--- src/rtl/sl_pkg.sv ---
// Shared definitions for the serial-line word transmitter: config/status
// field positions, FSM encoding and the frame-building helper.
package sl_pkg;

    localparam int CFG_PCE  = 0;
    localparam int CFG_BQL  = 1;
    localparam int CFG_BQH  = 6;
    localparam int CFG_MODE = 7;
    localparam int CFG_IRQM = 8;

    localparam logic [15:0] CONFIG_RESET = 16'h0010;

    localparam int ST_TXB = 1;
    localparam int ST_BUF = 2;
    localparam int ST_TXD = 3;
    localparam int ST_OVF = 5;

    localparam int BQ_MIN = 8;
    localparam int BQ_MAX = 32;

    typedef enum logic [2:0] {
        IDLE,
        BIT_LOW,
        BIT_HIGH,
        STOP_LOW,
        STOP_HIGH
    } tx_state_t;

    function automatic logic bq_valid(input logic [5:0] bq);
        return !bq[0] && (bq >= 6'(BQ_MIN)) && (bq <= 6'(BQ_MAX));
    endfunction

    // Data masked to bq bits with the odd-parity bit placed at position bq,
    // so after bq right-shifts the parity bit sits in bit 0.
    function automatic logic [32:0] build_frame(input logic [31:0] data,
                                                input logic [5:0]  bq);
        logic [32:0] mask;
        logic [32:0] masked;
        mask   = (33'd1 << bq) - 33'd1;
        masked = {1'b0, data} & mask;
        return masked | (33'(~^masked) << bq);
    endfunction

endpackage

--- src/rtl/sl_tx_phase_timer.sv ---
// Loadable down-counter; done is high while the count sits at zero, so a
// load of N-1 yields a phase of exactly N cycles.
module sl_tx_phase_timer #(
    parameter int CNT_W = 3
) (
    input  logic             clk,
    input  logic             rst_n,
    input  logic             load,
    input  logic [CNT_W-1:0] load_val,
    output logic             done
);

    logic [CNT_W-1:0] cnt;

    // NOTE: clocked state uses non-blocking assignments so every flop samples
    // pre-edge values; blocking here would create order-dependent races.
    always_ff @(posedge clk) begin
        if (!rst_n) begin
            cnt <= '0;
        end else if (load) begin
            cnt <= load_val;
        end else if (cnt != '0) begin
            cnt <= cnt - 1'b1;
        end
    end

    assign done = (cnt == '0);

endmodule

--- src/rtl/sl_transmitter.sv ---
// SL word transmitter: serialises BQ data bits LSB first, a parity symbol and
// a stop symbol onto the two-wire bus, with a one-word holding buffer.
module sl_transmitter
    import sl_pkg::*;
#(
    parameter int STATUS_WIDTH = 16,
    parameter int CONFIG_WIDTH = 16,
    parameter int LOW_CYCLES   = 8,
    parameter int HIGH_CYCLES  = 8
) (
    input  logic                    clk,
    input  logic                    rst_n,
    input  logic [31:0]             data_in,
    input  logic                    wr_data,
    input  logic [CONFIG_WIDTH-1:0] wr_config_w,
    input  logic                    wr_enable,
    output logic                    serial_line_zeroes_o,
    output logic                    serial_line_ones_o,
    output logic [STATUS_WIDTH-1:0] status_w,
    output logic [CONFIG_WIDTH-1:0] r_config_w,
    output logic                    data_status_changed
);

    localparam int PHASE_MAX = (LOW_CYCLES > HIGH_CYCLES) ? LOW_CYCLES : HIGH_CYCLES;
    localparam int CNT_W     = $clog2(PHASE_MAX);

    tx_state_t   state;
    logic [32:0] shift_reg;
    logic [5:0]  bit_cnt;
    logic [5:0]  bq_lat;
    logic        buf_full;
    logic [31:0] buf_data;
    logic        busy;
    logic        txd;
    logic        ovf;

    logic             phase_done;
    logic             timer_load;
    logic [CNT_W-1:0] timer_val;
    logic             start_idle;
    logic             finish;
    logic             start;
    logic             cfg_ok;
    logic [5:0]       cfg_bq;
    logic [31:0]      next_word;
    logic [32:0]      next_frame;

    assign cfg_bq     = r_config_w[CFG_BQH:CFG_BQL];
    assign start_idle = (state == IDLE) && wr_data;
    assign finish     = (state == STOP_HIGH) && phase_done;
    assign start      = start_idle || (finish && (buf_full || wr_data));
    assign cfg_ok     = wr_enable && (state == IDLE) && !buf_full && !wr_data &&
                        bq_valid(wr_config_w[CFG_BQH:CFG_BQL]);
    assign next_word  = (state == STOP_HIGH && buf_full) ? buf_data : data_in;
    assign next_frame = build_frame(next_word, cfg_bq);

    // Timer reloads on every phase entry; a low phase is always followed by a high one.
    assign timer_load = start_idle || ((state != IDLE) && phase_done);
    assign timer_val  = (state == BIT_LOW || state == STOP_LOW) ?
                        CNT_W'(HIGH_CYCLES - 1) : CNT_W'(LOW_CYCLES - 1);

    sl_tx_phase_timer #(.CNT_W(CNT_W)) u_timer (
        .clk      (clk),
        .rst_n    (rst_n),
        .load     (timer_load),
        .load_val (timer_val),
        .done     (phase_done)
    );

    always_ff @(posedge clk) begin
        if (!rst_n) begin
            state                <= IDLE;
            shift_reg            <= '0;
            bit_cnt              <= '0;
            bq_lat               <= '0;
            buf_full             <= 1'b0;
            // NOTE: buf_data is a single word, not a memory, so resetting it is
            // cheap and guarantees a reset flushes any stale buffered data.
            buf_data             <= '0;
            busy                 <= 1'b0;
            txd                  <= 1'b0;
            ovf                  <= 1'b0;
            serial_line_zeroes_o <= 1'b1;
            serial_line_ones_o   <= 1'b1;
            data_status_changed  <= 1'b0;
            r_config_w           <= CONFIG_WIDTH'(CONFIG_RESET);
        end else begin
            data_status_changed <= 1'b0;

            if (cfg_ok) begin
                r_config_w <= wr_config_w;
            end

            // A finishing frame frees the buffer slot in the same cycle.
            if (finish) begin
                if (buf_full) begin
                    if (wr_data) begin
                        buf_data <= data_in;
                        ovf      <= 1'b0;
                    end else begin
                        buf_full <= 1'b0;
                    end
                end else if (wr_data) begin
                    ovf <= 1'b0;
                end
            end else if (wr_data && state != IDLE) begin
                if (!buf_full) begin
                    buf_data <= data_in;
                    buf_full <= 1'b1;
                    ovf      <= 1'b0;
                end else begin
                    ovf                 <= 1'b1;
                    data_status_changed <= 1'b1;
                end
            end else if (start_idle) begin
                ovf <= 1'b0;
            end

            case (state)
                BIT_LOW: begin
                    if (phase_done) begin
                        state                <= BIT_HIGH;
                        serial_line_zeroes_o <= 1'b1;
                        serial_line_ones_o   <= 1'b1;
                    end
                end
                BIT_HIGH: begin
                    if (phase_done) begin
                        shift_reg <= shift_reg >> 1;
                        bit_cnt   <= bit_cnt + 1'b1;
                        if (bit_cnt == bq_lat) begin
                            state                <= STOP_LOW;
                            serial_line_zeroes_o <= 1'b0;
                            serial_line_ones_o   <= 1'b0;
                        end else begin
                            state                <= BIT_LOW;
                            serial_line_zeroes_o <= shift_reg[1];
                            serial_line_ones_o   <= ~shift_reg[1];
                        end
                    end
                end
                STOP_LOW: begin
                    if (phase_done) begin
                        state                <= STOP_HIGH;
                        serial_line_zeroes_o <= 1'b1;
                        serial_line_ones_o   <= 1'b1;
                    end
                end
                STOP_HIGH: begin
                    if (phase_done) begin
                        txd                 <= 1'b1;
                        data_status_changed <= 1'b1;
                        state               <= IDLE;
                        busy                <= 1'b0;
                    end
                end
                default: begin
                    state <= IDLE;
                end
            endcase

            // Frame start overrides the case above (idle start or zero-gap restart).
            if (start) begin
                state                <= BIT_LOW;
                busy                 <= 1'b1;
                shift_reg            <= next_frame;
                bit_cnt              <= '0;
                bq_lat               <= cfg_bq;
                serial_line_zeroes_o <= next_frame[0];
                serial_line_ones_o   <= ~next_frame[0];
                if (start_idle) begin
                    txd <= 1'b0;
                end
            end
        end
    end

    // NOTE: every bit gets a default first so this block can never infer a latch.
    always_comb begin
        status_w         = '0;
        status_w[ST_TXB] = busy;
        status_w[ST_BUF] = buf_full;
        status_w[ST_TXD] = txd;
        status_w[ST_OVF] = ovf;
    end

endmodule
--- config.mk ---
export PLATFORM = sky130hd
export DESIGN_NAME = sl_transmitter
export DESIGN_NICKNAME = d
export VERILOG_FILES = /design/src/rtl/sl_pkg.sv /design/src/rtl/sl_tx_phase_timer.sv /design/src/rtl/sl_transmitter.sv
export SDC_FILE = /design/constraint.sdc
export NUM_CORES = 1
export LEC_CHECK = 0
export ABC_AREA = 0
export CORE_MARGIN = 1
export CORE_UTILIZATION = 55
export DETAILED_ROUTE_END_ITERATION = 10
export HOLD_SLACK_MARGIN = 0.06
export PLACE_DENSITY = 0.8
export SLEW_MARGIN = 20
export SYNTH_ARGS = -nofsm -noshare
export SYNTH_HDL_FRONTEND = slang
export SYNTH_HIERARCHICAL = 1
export SYNTH_SLANG_ARGS = --single-unit
--- constraint.sdc ---
create_clock -name clk -period 8.6 [get_ports clk]
set_input_delay 1.29 -clock clk [delete_from_list [all_inputs] [get_ports clk]]
set_output_delay 1.29 -clock clk [all_outputs]
set_load 0.01 [all_outputs]
==> results.cfg, run 1 <==
[status]
status = completed

[routing]
ant_nets = 0
drtIter0Drc = 702
viasPerCell = 5.986
wl_per_cell_um = 18.35
first_pass_iters = 5
drc = 0
drt_wl_total_mm = 18.37
num_vias = 5992

[clock_tree]
cts_hold_buf = 0
clk_pin_slew_ns = 0.07
clock_sinks = 105
clk_path_buf_depth = 2
cts_setup_buffers = 0
htree_levels = 3
postCtsResizedCells = 0
cts_tree = yes
clk_latency_ns = 0.36
cts_buffers = 9
cts-root-buf = clkbuf_16

[worst_hold_path]
min_to = shift_reg[16]
holdPathStages = 2
hp-start = shift_reg[16]
hold_path.class = reg2reg

[place]
dp_hpwl_mm = 13.07
io_buffer_count = 74
gp_congestion = 0.9776

[floorplanning]
core_mm2 = 0.01142
die_area_mm2 = 0.01214
start_util = 0.5638
die_h_um = 110.2
rows = 39
ios = 87
fp.dieW_um = 110.2

[worst_setup_path]
cp_top_family = XOR/XNOR gates
worst-path-buf-inv = 1
slowest_stage = xnor3_2
path_cells = nor4_4 -> and2_1 -> inv_1 -> ha_1 -> nor4_2 -> o211ai_1 -> a21oi_1 -> xnor2_1 -> xnor2_1 -> xnor2_1 -> xnor3_1 -> xnor3_2 -> nand2_1 -> o31ai_1
slowest_delay_ns = 0.74
reg2regPathDepth = 14
required_ns = 8.87
path_max_fanout = 26
cp.arrival_ns = 5.43
startpoint_type = flip-flop
r2r_end = shift_reg[7]
reg2reg_from = r_config_w[5]
cp_common_cell = xnor2_1
r2r_slack_ns = 3.44
crit_path_end_kind = flip-flop
path_class = reg2reg

[layout]
final_common_cell = nand2_1
syn2layout_area_growth_pct = 15.08
fin_util = 0.6488
fin_nets = 909
drive_above_1_share = 0.05828
num_antenna_cells = 0
layout_common_cells = nand2_1 (168), dfxtp_1 (105), clkdlybuf4s50_1 (73)

[yosys]
ys_ff_latch = 105
syn_area_mm2 = 0.006437
syn_area_per_cell_um2 = 7.822
synth-compound-area-share = 0.2259
synth_fa_ha_area_frac = 0.009329
synthArstFlopShare = 0
yosys_warnings = 6
synthMuxAreaShare = 0.05326
synth-edff-count = 0
synth_cell_types = 77
synth_xor_area_frac = 0.07172
syn_inst = 823
synthFlopType = dfxtp_1
synth_simple_gate_area_frac = 0.2416
synth-seq-area-share = 0.3265
synth_top_family_by_area = simple AND/OR/NAND/NOR gates

[global_routing]
grt_pass1_vias = 5444
grt_pass1_wl_mm = 28.95
grt_max_degree = 72
grt-ovfl-total = 0
grtUsageTotal = 0.3178
antenna_found_initial = 0

[timing]
slew_headroom = 0.2339
min_period_over_period = 0.6000
setup_tns_ns = 0
setup_viol = 0
max_freq_mhz = 193.8
skew_ns = 0.009163
slew_violations = 0
rsz0062_at_grt = false
finalCriticalPeriod_ns = 5.160
hold_viol_final = 0
tightestPinTransition_ns = 1.133

[pwr]
p_leak_uw = 0.002798
ir_drop_mv = 0.1879
p_per_area_mw_per_mm2 = 201.4

[flow_run]
maxCapViolCount = 0
## report_power, final
group / internal (µW) / switching, µW / leakage (µW)
clock network: 274 / 193 / 0.000168
logic: 164 / 271 / 0.00178
registers: 544 / 46.2 / 0.000853
total: 982 / 510 / 0.00280
## Yosys cell counts, drive strengths merged (2+ instances only)
library cell | number | area share
o21ai | 61 | 0.047
clkbuf | 30 | 0.017
a21o | 2 | 0.0023
and2 | 11 | 0.011
nor2b | 24 | 0.024
nor3b | 2 | 0.0023
nand2b | 7 | 0.0068
o311ai | 2 | 0.0027
a2bb2oi | 2 | 0.0027
nand4 | 2 | 0.0019
a22oi | 5 | 0.0058
a21oi | 47 | 0.037
o221ai | 5 | 0.0068
conb | 2 | 0.0012
a31oi | 6 | 0.0058
and4 | 2 | 0.0027
xor2 | 19 | 0.026
nand3 | 17 | 0.013
a311oi | 8 | 0.011
o21a | 5 | 0.0058
nor2 | 55 | 0.033
a211oi | 3 | 0.0035
nor4 | 7 | 0.012
nor4b | 6 | 0.013
nand2 | 169 | 0.099
nor3 | 12 | 0.011
inv | 10 | 0.0058
buf | 46 | 0.047
or3 | 2 | 0.0019
dfxtp | 105 | 0.33
xnor2 | 25 | 0.035
o211ai | 5 | 0.0058
a21boi | 42 | 0.049
mux2i | 32 | 0.050
o31ai | 8 | 0.012
xnor3 | 3 | 0.011
ha | 4 | 0.0078
a2111oi | 2 | 0.0031
a32oi | 6 | 0.0082
and3 | 2 | 0.0019
## tightest hold or removal path: cells and delay by family, from the launching register on
family          cells  cell delay (ns)
compound gates      1             0.04
flops               1             0.31
simple gates        1             0.05
## worst max path at each step
| stage | start | to | slack [ns] | cells after the start |
|---|---|---|---|---|
| after floorplan | r_config_w[2] | shift_reg[10] | 4.77 | 18 |
| after global placement | r_config_w[5] | shift_reg[7] | 3.62 | 14 |
| after detailed placement | r_config_w[5] | shift_reg[7] | 3.55 | 14 |
| after CTS | r_config_w[5] | shift_reg[7] | 3.52 | 14 |
| after global routing | r_config_w[5] | shift_reg[32] | 2.92 | 14 |
| final | r_config_w[5] | shift_reg[7] | 3.44 | 14 |
## kinds of logic after synthesis
family | Yosys count
flops | 105
compound gates | 221
mux | 33
fa+ha+maj | 5
simple gates | 324
xor+xnor | 47
other cells | 2
buf+inv | 86
## through the flow
stage | cell area [µm²] | hold slack [ns] | worst slack [ns] | std cells | total power, µW
floorplan | 6486 | 0.4221 | 4.773 | 836 | 919.8
global placement | 7061 | 0.4361 | 3.622 | 985 | 1012
detailed placement | 7061 | 0.4377 | 3.546 | 985 | 1028
CTS | 7398 | 0.4504 | 3.523 | 1001 | 1491
global route | 7408 | 0.4673 | 2.918 | 1001 | 1566
finish | 7408 | 0.4502 | 3.440 | 1001 | 1492
## layer usage
layer / global-route usage / vias to the layer above / share of wire
met3: 0.05467 / 24 / 0.061
met2: 0.4915 / 223 / 0.46
met4: 0.09680 / 0 / 0.017
li1: - / 2892 / -
met1: 0.4505 / 2853 / 0.47
met5: 0 / - / 0
## final cells by class
type	instances	area (µm²)
fillers	1017	4010
multi-input cells	645	3956
flip-flops and latches	105	2102
repair buffers	82	795.8
clock buffers	11	252.7
well taps	143	178.9
clock inverters	5	85.08
inverters	10	37.54
(Power assumes the default switching activity.)
==> run 2: changes to the inputs <==
--- a/config.mk
+++ b/config.mk
@@ -7,10 +7,10 @@
 export LEC_CHECK = 0
 export ABC_AREA = 0
 export CORE_MARGIN = 1
-export CORE_UTILIZATION = 55
+export CORE_UTILIZATION = 50
 export DETAILED_ROUTE_END_ITERATION = 10
 export HOLD_SLACK_MARGIN = 0.06
-export PLACE_DENSITY = 0.8
+export PLACE_DENSITY = 0.77
 export SLEW_MARGIN = 20
 export SYNTH_ARGS = -nofsm -noshare
 export SYNTH_HDL_FRONTEND = slang
==> constraint.sdc (replaced) <==
create_clock -name clk -period 4.5 [get_ports clk]
set_input_delay 0.675 -clock clk [delete_from_list [all_inputs] [get_ports clk]]
set_output_delay 0.675 -clock clk [all_outputs]
set_load 0.01 [all_outputs]
==> run 2 against run 1 <==
Against the previous run:
- the flow now finishes with violations (design-rule violations)
- non-clock buffer count rose by 24
- sequential cell count unchanged
- worst hold slack better by 0.0082 ns
- sequential share of layout area decreased by 0.54 points
- register-to-register slack worse by 3.0 ns
- critical path depth is the same
- clock power rose by 62%
- total power increased by 83%
- global-route usage is 3.7 points lower
- via count grew 0.78%
- clock skew decreased by 0.0016 ns
- sequential power grew 92%
- critical path type unchanged
- largest cell class unchanged
==> results.cfg, run 2 (synthesis gave the netlist of run 1 again) <==
[status]
status = finished, violations left
violations = design-rule violations

[timing]
setup_viol = 0
tightestPinTransition_ns = 1.128
setup_tns_ns = 0
finalCriticalPeriod_ns = 4.108
max_freq_mhz = 243.5
slew_headroom = 0.2459
rsz0062_at_grt = false
hold_viol_final = 0
skew_ns = 0.007587
slew_violations = 0
fin_ws_ns = 0.3924
min_period_over_period = 0.9128

[floorplanning]
die_area_mm2 = 0.01333
fp.dieW_um = 115.5
ios = 87
start_util = 0.5122
die_h_um = 115.5
rows = 41
core_mm2 = 0.01257

[worst_setup_path]
worst-path-buf-inv = 2
path_cells = nor4_4 -> and2_1 -> inv_1 -> ha_1 -> buf_4 -> xnor2_1 -> o21a_1 -> a211oi_1 -> xor2_1 -> xnor3_1 -> xnor2_2 -> xnor3_4 -> a311oi_1 -> a21oi_1
required_ns = 4.73
path_max_fanout = 26
cp_top_family = XOR/XNOR gates
path_class = reg2reg
slowest_stage = xnor3_4
startpoint_type = flip-flop
crit_path_end_kind = flip-flop
slowest_delay_ns = 0.62
cp.arrival_ns = 4.34

[pwr]
p_leak_uw = 0.002887
ir_drop_mv = 0.2248
p_per_area_mw_per_mm2 = 362.2

[routing]
first_pass_iters = 8
ant_nets = 0
wl_per_cell_um = 16.81
num_vias = 6039
drc = 2
drt_wl_total_mm = 17.70
drtIter0Drc = 525
viasPerCell = 5.735

[global_routing]
grtUsageTotal = 0.2809
grt_max_degree = 70
grt_pass1_vias = 5587
antenna_found_initial = 0
grt_pass1_wl_mm = 28.92
grt-ovfl-total = 0

[layout]
fin_util = 0.6008
final_common_cell = nand2_1
syn2layout_area_growth_pct = 17.30
drive_above_1_share = 0.07832
layout_common_cells = nand2_1 (169), dfxtp_1 (105), clkdlybuf4s50_1 (73)
num_antenna_cells = 0
fin_nets = 933
fin_cells = 1053

[clock_tree]
clk_path_buf_depth = 2
cts_buffers = 9
htree_levels = 3
clk_pin_slew_ns = 0.07
cts-root-buf = clkbuf_16
clock_sinks = 105
cts_tree = yes
clk_latency_ns = 0.36

[place]
dp.cells = 1038
dp_hpwl_mm = 12.54
pre_cts_ws_ns = 0.3754
gp_congestion = 0.9617
io_buffer_count = 74

[worst_hold_path]
hold_path.class = reg2reg

[flow_run]
maxCapViolCount = 0
run 2: changes by cell type in the layout (fill, tap and decap cells not counted), sizes merged:
cell and change:
buf +24, bufinv -2, clkbuf +2, clkinv +1, inv -2
run 2: cell type report:
cell class,count,area (µm²)
fill,1148,5017
multi-input combinational,645,3946
sequential,105,2102
timing repair buffer,106,975.9
clock buffer,13,260.3
tap,172,215.2
inverter,10,37.54
clock inverter,2,13.76
run 2: per-layer routing:
layer / wire length [µm] / track usage / up-vias
li1: - / - / 2934
met1: 8033 / 0.3933 / 2834
met2: 7902 / 0.4204 / 240
met3: 1373 / 0.06381 / 31
met4: 391 / 0.1065 / 0
met5: 0 / 0 / -
run 2: final timing paths:
check / start / to / slack, ns / cells past startpoint
hold reg to reg: shift_reg[23] / shift_reg[23] / 0.46 / 2
setup reg to reg: r_config_w[1] / shift_reg[20] / 0.39 / 14
hold / removal: shift_reg[23] / shift_reg[23] / 0.46 / 2
setup / recovery: r_config_w[1] / shift_reg[20] / 0.39 / 14
run 2: what timing repair did:
item	in CTS	in global routing
hold buffers	0	0
gates resized for setup	0	1
setup buffers	0	0
setup endpoints to repair	0	1
endpoints found under the hold margin	0	0
run 2: worst min-delay path, cell delays in order, from the launching register on:
cell	delay (ns)
dfxtp_1	0.31
nand2_1	0.05
a21oi_1	0.05
run 2: power by group:
| group | leakage, µW | internal [µW] | switching [µW] |
|---|---|---|---|
| registers | 0.000853 | 1040 | 84.7 |
| logic | 0.00190 | 331 | 521 |
| clock network | 0.000136 | 404 | 354 |
run 2: per-stage QoR:
step           hold slack [ns]  power (µW)  cell area, µm²
2_1_floorplan           0.4221        1758            6486
3_3_place_gp            0.4374        1971            7273
3_5_place_dp            0.4405        1973            7274
4_1_cts                 0.4561        2724            7548
5_1_grt                 0.4715        2880            7551
6_report                0.4583        2735            7551
==> run 3: changes to the inputs <==
--- a/config.mk
+++ b/config.mk
@@ -6,11 +6,13 @@
 export NUM_CORES = 1
 export LEC_CHECK = 0
 export ABC_AREA = 0
+export CAP_MARGIN = 20
 export CORE_MARGIN = 1
-export CORE_UTILIZATION = 50
+export CORE_UTILIZATION = 55
 export DETAILED_ROUTE_END_ITERATION = 10
 export HOLD_SLACK_MARGIN = 0.06
-export PLACE_DENSITY = 0.77
+export PLACE_DENSITY = 0.8
+export RECOVER_POWER = 25
 export SLEW_MARGIN = 20
 export SYNTH_ARGS = -nofsm -noshare
 export SYNTH_HDL_FRONTEND = slang
==> constraint.sdc (replaced) <==
create_clock -name clk -period 5.28 [get_ports clk]
set_input_delay 0.792 -clock clk [delete_from_list [all_inputs] [get_ports clk]]
set_output_delay 0.792 -clock clk [all_outputs]
set_load 0.01 [all_outputs]
==> run 3 against run 2 <==
Against the previous run:
- the run ends with max-capacitance violations, max-slew violations left
- die area shrank 8.9%
- highest routed layer unchanged
- worst hold slack lost 0.0022 ns
- sequential share of layout area grew 0.49 points
==> results.cfg, run 3 (synthesis gave the netlist of run 1 again) <==
[timing]
tightestPinTransition_ns = 1.524
setup_tns_ns = 0
max_freq_mhz = 203.3
min_period_over_period = 0.9315
rsz0062_at_grt = false
setup_viol = 0
hold_viol_final = 0
finalCriticalPeriod_ns = 4.918
fin_ws_ns = 0.3616
slew_headroom = -0.01630
skew_ns = 0.009567
slew_violations = 44

[place]
gp_congestion = 0.9534
dp_hpwl_mm = 13.07
pre_cts_ws_ns = 0.4632
io_buffer_count = 74

[worst_hold_path]
hp-start = shift_reg[16]
hold_path.class = reg2reg

[global_routing]
antenna_found_initial = 0
grt-ovfl-total = 0
grtUsageTotal = 0.3122
grt_max_degree = 44
grt_pass1_wl_mm = 28.61
grt_pass1_vias = 5533

[clock_tree]
cts_setup_buffers = 0
clk_pin_slew_ns = 0.07
cts-root-buf = clkbuf_16
postCtsResizedCells = 0
htree_levels = 3
cts_tree = yes
clock_sinks = 105
clk_latency_ns = 0.37
clk_path_buf_depth = 2
cts_hold_buf = 0
cts_buffers = 9

[worst_setup_path]
cp.arrival_ns = 5.18
r2r_slack_ns = 0.36
crit_start = r_config_w[1]
path_class = reg2reg
path_max_fanout = 26
reg2reg_from = r_config_w[1]
required_ns = 5.54
crit_path_end_kind = flip-flop
startpoint_type = flip-flop

[floorplanning]
start_util = 0.5638
die_h_um = 110.2
rows = 39
core_mm2 = 0.01142
die_area_mm2 = 0.01214
fp.dieW_um = 110.2
ios = 87

[layout]
final_common_cell = nand2_1
layout_common_cells = nand2_1 (169), dfxtp_1 (105), clkdlybuf4s50_1 (54)
syn2layout_area_growth_pct = 15.28
drive_above_1_share = 0.06005
fin_nets = 917
num_antenna_cells = 0

[pwr]
ir_drop_mv = 0.3517
p_per_area_mw_per_mm2 = 319.1
p_leak_uw = 0.002853

[status]
status = finished, violations left
violations = max-capacitance violations, max-slew violations

[routing]
wl_per_cell_um = 18.10
first_pass_iters = 8
ant_nets = 0
viasPerCell = 6.058
num_vias = 6113
drtIter0Drc = 502
drc = 0
drt_wl_total_mm = 18.27

[flow_run]
maxCapViolCount = 1
-- run 3: cell count changes in the layout (fill, tap and decap cells not counted), sizes merged --
cell / previous run / this run
clkdlybuf4s50: 73 / 54
bufinv: 0 / 1
clkinvlp: 0 / 1
inv: 10 / 11
buf: 33 / 15
dlygate4sd3: 0 / 19
-- run 3: per-stage QoR --
stage | cell area (µm²) | std cells | hold WS [ns] | utilization | total power, µW
6_report | 7421 | 1009 | 0.4561 | 0.6499 | 2368
5_1_grt | 7421 | 1009 | 0.4697 | 0.6499 | 2479
4_1_cts | 7403 | 1008 | 0.4525 | 0.6484 | 2358
3_5_place_dp | 7107 | 992 | 0.4368 | 0.6224 | 1674
3_3_place_gp | 7107 | 992 | 0.4319 | 0.6224 | 1650
2_1_floorplan | 6486 | 836 | 0.4221 | - | 1498
-- run 3: worst max-delay path, cell delays in order (launching register included) --
cell and delay [ns]:
dfxtp_1 0.53, nor4_4 0.49, and2_1 0.26, inv_1 0.06, ha_1 0.50, nor4_2 0.41, a31oi_1 0.13, nor2_1 0.09
a21oi_1 0.05, nor3_1 0.50, xnor2_1 0.20, xnor3_1 0.35, xnor3_2 0.76, nand2_1 0.15, o41ai_1 0.33
-- run 3: metal layers --
layer / global-route usage / share of wire / vias to the layer above
met5: 0 / 0 / -
met1: 0.4352 / 0.45 / 2920
met3: 0.08230 / 0.085 / 32
met4: 0.08741 / 0.019 / 0
met2: 0.4741 / 0.44 / 266
li1: - / - / 2895
-- run 3: final cells by class --
cell class                      instances  area, µm²
Sequential cell                       105       2102
Timing Repair Buffer                   90      858.3
Inverter                               10      37.54
Fill cell                            1000       3998
Multi-Input combinational cell        645       3948
Clock buffer                           11      232.7
Clock inverter                          5      63.81
Tap cell                              143      178.9
-- run 3: report_power, final --
part	switching (µW)	internal, µW	total [µW]
logic	449	269	718
registers	72.6	887	959
clock network	319	372	691
total	841	1530	2370
-- run 3: final timing paths --
path / to / cells past startpoint
setup / recovery: shift_reg[32] / 14
setup reg to reg: shift_reg[32] / 14
hold reg to reg: shift_reg[16] / 2
hold / removal: shift_reg[16] / 2
==> edit 1 (settings of run 3) <==
The parameter `LOW_CYCLES` goes from 8 to 4.
--- a/src/rtl/sl_transmitter.sv
+++ b/src/rtl/sl_transmitter.sv
@@ -5,7 +5,7 @@
 #(
     parameter int STATUS_WIDTH = 16,
     parameter int CONFIG_WIDTH = 16,
-    parameter int LOW_CYCLES   = 8,
+    parameter int LOW_CYCLES   = 4,
     parameter int HIGH_CYCLES  = 8
 ) (
     input  logic                    clk,
Check against the original RTL: not equivalent (Yosys sat finds a counterexample within 10 cycles, from zero or initial values and one cycle with rst_n low).
==> edit 1 against run 3 <==
  * The flow still finishes with violations (capacitance limit, slew limit)
  * Clock power up 2%
  * Via count down 1.3%
  * Critical endpoint is now shift_reg[8]
  * Routed wire length down 1.8%
  * Critical path type unchanged
  * Sequential cell count unchanged
  * Design area down 0.78%
  * Setup slack better by 42 ps
  * Synthesized area down 0.12%
  * Total power down 8.3%
  * Sequential share of layout area up 0.22 points
==> edit 1: results (changes against run 3) <==
Post-synthesis mux area share - 4.40% (-0.93 points)
Slowest-stage cell, CP - dfxtp_1
Status - complete, but fails checks
Placed instance count - 988 (-0.40%)
Detailed-route via count - 6032 (-1.3%)
Synth unique cells - 72 (-6.5%)
Pre-CTS setup slack - 551 ps (+87.7 ps)
First-pass GRT wire length - 28700 um (+0.34%)
Post-Synth Adder-Cell Area - 0.934% (+0.0011 points)
Avg Cell Area, Syn - 7.74 um2 (-1.1%)
Crit path kind - flop to flop
GPL Wtd Cong - 0.955 (+0.16%)
Crit-path max cell delay - 620 ps (-140 ps)
Worst skew pair latency - 350 ps (-20 ps)
Drt initial violations - 563 (+12%)
Largest cells by area after synthesis - dfxtp_1 33%, nand2_1 11%, a21boi_0 4.9%
Number of global-route vias before repair - 5567 (+0.61%)
Drt total wl - 17900 um (-1.8%)
M1 GR Usage - 44.1% (+0.58 points)
Crit path arrival time - 5120 ps (-60 ps)
Failing checks - capacitance limit, slew limit
Post-Place Cell Area - 7060 um2 (-0.62%)
Post-synthesis xor/xnor area fraction - 6.81% (-0.36 points)
Max-slew violation count - 102 (+130%)
Clock-pin transition on the worst setup and hold timing paths - 70 ps (about the same)
Drt pass-1 iters - 7 (-1)
Internal Power - 1.51 mW (-1.4%)
Post-synthesis sequential area ratio - 32.7% (+0.038 points)
Largest net degree at the start of global routing - 59 (+34%)
Worst VDD drop - 0.282 mV (-20%)
Compound-gate portion of the synthesized area - 18.9% (-3.7 points)
Number of vias per cell - 6.01 (-0.73%)
Met3 usage - 8.70% (+0.47 points)
Total of max-cap violations - 2 (+1)
GRT Util Overall - 31.1% (-0.075 points)
Cell leakage power - 2.97 nW (+4.3%)
Diode count - 0 (unchanged)
Filler instances - 983 (-1.7%)
DP HPWL - 12800 um (-2.1%)
GR Layer Usage met2 - 45.7% (-1.7 points)
Nets - 913 (-0.44%)
Hold_sp - buf_data[6]
Layout cells sized above 1 - 5.35% (-0.66 points)
Area grow syn2layout - 14.5%
edit 1: cell types whose count changed after synthesis, moves of 18 or more:
cell and delta:
a21oi_1 -18, nand2_1 +26, nor3_1 +24, nand3_1 +19, o21ai_0 -27, o311a_1 +19
edit 1: per-layer routing:
| layer | wire (um) | up-vias | share of wire [%] |
|---|---|---|---|
| met2 | 7810 | 245 | 44 |
| met1 | 8260 | 2857 | 46 |
| met5 | 0 | - | 0 |
| met4 | 370 | 0 | 2.1 |
| li1 | - | 2894 | - |
| met3 | 1510 | 36 | 8.4 |
edit 1: layout make-up:
type | instances | share of cell area (%)
multi-input cells | 649 | 53.4
flip-flops and latches | 105 | 28.5
repair buffers | 86 | 11.3
clock buffers | 11 | 3.16
well taps | 143 | 2.43
clock inverters | 3 | 0.918
inverters | 6 | 0.306
edit 1: power groups by stage:
stage                     Clock [mW]  Sequential (mW)  Combinational, mW
after floorplan                    0            0.911              0.443
after global routing           0.741            0.919              0.612
after global placement             0            0.922              0.528
final                          0.702            0.912              0.557
after detailed placement           0            0.928              0.547
after CTS                      0.714            0.910              0.551
edit 1: worst paths after layout:
check | end | slack (ps) | cells after the start
hold reg to reg | buf_data[6] | 470 | 2
setup reg to reg | shift_reg[8] | 400 | 13
setup / recovery | shift_reg[8] | 400 | 13
hold / removal | buf_data[6] | 470 | 2
edit 1: cells by family after synthesis:
| kind of cell | after synthesis |
|---|---|
| and+or+nand+nor | 395 |
| DFF | 105 |
| other | 2 |
| adders and majority gates | 5 |
| AOI/OAI and AO/OA | 164 |
| xor gates and xnor gates | 43 |
| muxes | 28 |
| buffers and inverters | 89 |
==> edit 2 (config.mk and constraints of run 3) <==
Made on the original files. Encoding of `tx_state_t`: now Gray code (3 bits for 5 states).
--- a/src/rtl/sl_pkg.sv
+++ b/src/rtl/sl_pkg.sv
@@ -19,11 +19,11 @@
     localparam int BQ_MAX = 32;
 
     typedef enum logic [2:0] {
-        IDLE,
-        BIT_LOW,
-        BIT_HIGH,
-        STOP_LOW,
-        STOP_HIGH
+        IDLE      = 3'b000,
+        BIT_LOW   = 3'b001,
+        BIT_HIGH  = 3'b011,
+        STOP_LOW  = 3'b010,
+        STOP_HIGH = 3'b110
     } tx_state_t;
 
     function automatic logic bq_valid(input logic [5:0] bq);
Formal check against the unedited RTL: no difference found for any inputs over 10 cycles, from zero or initial values and one cycle with rst_n low; not proved beyond that.
==> edit 2 against run 3 <==
  * The flow still finishes with violations (capacitance limit, slew limit)
  * Sequential cell count stayed put
  * Setup slack better by 320 ps
  * Highest routed layer unchanged
  * Maximum frequency is 7.0% higher
  * Synthesized cell count is 10% higher
  * Total power is 2.1% higher
  * Synthesized area is 4.5% higher
  * Non-clock buffer count stayed put
  * Design area is 2.4% higher
  * Routed wire length is 0.92% lower
==> edit 2: results (changes against run 3) <==
Largest net degree at the start of global routing - 57 (+30%)
Crit-path max FO - 34 (+31%)
GPL Wtd Cong - 0.957 (+0.40%)
Drt pass-1 iters - 5 (-3)
Wirelength per Cell - 16.7 um (-7.5%)
Crit path arrival time - 4760 ps (-420 ps)
Status - complete, but fails checks
Metal1 wirelength - 8040 um (-2.9%)
Met2 routed WL - 7920 um (-2.0%)
Drt total wl - 18100 um (-0.92%)
Nets - 986 (+7.5%)
Post-Place Cell Area - 7350 um2 (+3.4%)
Worst Tran Pin Value - 2000 ps (+477 ps)
Total of max-cap violations - 2 (+1)
DP HPWL - 12400 um (-5.2%)
Number of global-route vias before repair - 5992 (+8.3%)
Failing checks - capacitance limit, slew limit
Post-synthesis sequential area ratio - 31.2% (-1.4 points)
Largest cells by area after synthesis - dfxtp_1 31%, nand2_1 13%, a21boi_0 5.1%
Synth unique cells - 70 (-9.1%)
Pre-CTS setup slack - 841 ps (+378 ps)
Drt initial violations - 568 (+13%)
Cell leakage power - 2.95 nW (+3.6%)
Detailed-route via count - 6472 (+5.9%)
Clock skew - 7.56 ps (-2.00 ps)
Placed instance count - 1066 (+7.5%)
Max-slew violation count - 102 (+130%)
-- edit 2: changes by cell type in the layout (fill, tap and decap cells not counted), moves of 6 or more --
cell / delta
nand2_1: +56
o21ai_0: -16
nand3_1: +15
o21ai_1: -15
a21oi_1: +14
a21boi_1: +11
nor2_1: +7
nand4_1: +6
-- edit 2: area by class of cell --
| class | instances | area [um2] |
|---|---|---|
| fillers | 1062 | 4360 |
| inverters | 8 | 30.0 |
| multi-input cells | 716 | 4180 |
| well taps | 147 | 184 |
| clock inverters | 3 | 18.8 |
| clock buffers | 12 | 236 |
| flip-flops and latches | 105 | 2100 |
| repair buffers | 90 | 847 |
-- edit 2: kinds of logic (layout without fill, tap and decap cells) --
group | Yosys count | in the layout | share of synthesized area (%)
and+or+nand+nor | 420 | 420 | 29.3
AOI/OAI and AO/OA | 203 | 203 | 19.9
muxes | 32 | 32 | 4.82
adders and majority gates | 4 | 4 | 0.744
other | 2 | 15 | 0.112
xor gates and xnor gates | 42 | 42 | 6.10
buffers and inverters | 97 | 113 | 7.77
DFF | 105 | 105 | 31.2
-- edit 2: where the power goes --
part,total (mW),switching [mW],internal (mW)
Clock,0.611,0.294,0.317
Sequential,0.976,0.0759,0.900
Combinational,0.831,0.515,0.316
-- edit 2: critical path: stages, from the launching register on --
cell and delay [ps]:
dfxtp_1 650, inv_1 160, nor2_1 130, buf_4 190
nand2_1 80, ha_1 330, buf_4 240, and2_1 180
a21o_1 160, a32oi_1 220, nor3_2 90, xnor2_1 180
xnor2_1 140, xnor3_1 400, xnor3_2 850, nor3b_1 320
o21ai_1 110
-- edit 2: final timing paths --
kind / startpoint / to / slack [ps] / depth (start not counted)
max reg2reg: r_config_w[1] / serial_line_ones_o / 680 / 16
min: shift_reg[32] / shift_reg[32] / 470 / 2
max: r_config_w[1] / serial_line_ones_o / 680 / 16
min reg2reg: shift_reg[32] / shift_reg[32] / 470 / 2
-- edit 2: routing by layer --
layer  vias up  track usage (%)
met4         0             13.3
met5         -                0
met3        46             5.13
met2       316             44.1
met1      2999             41.6
li1       3111                -
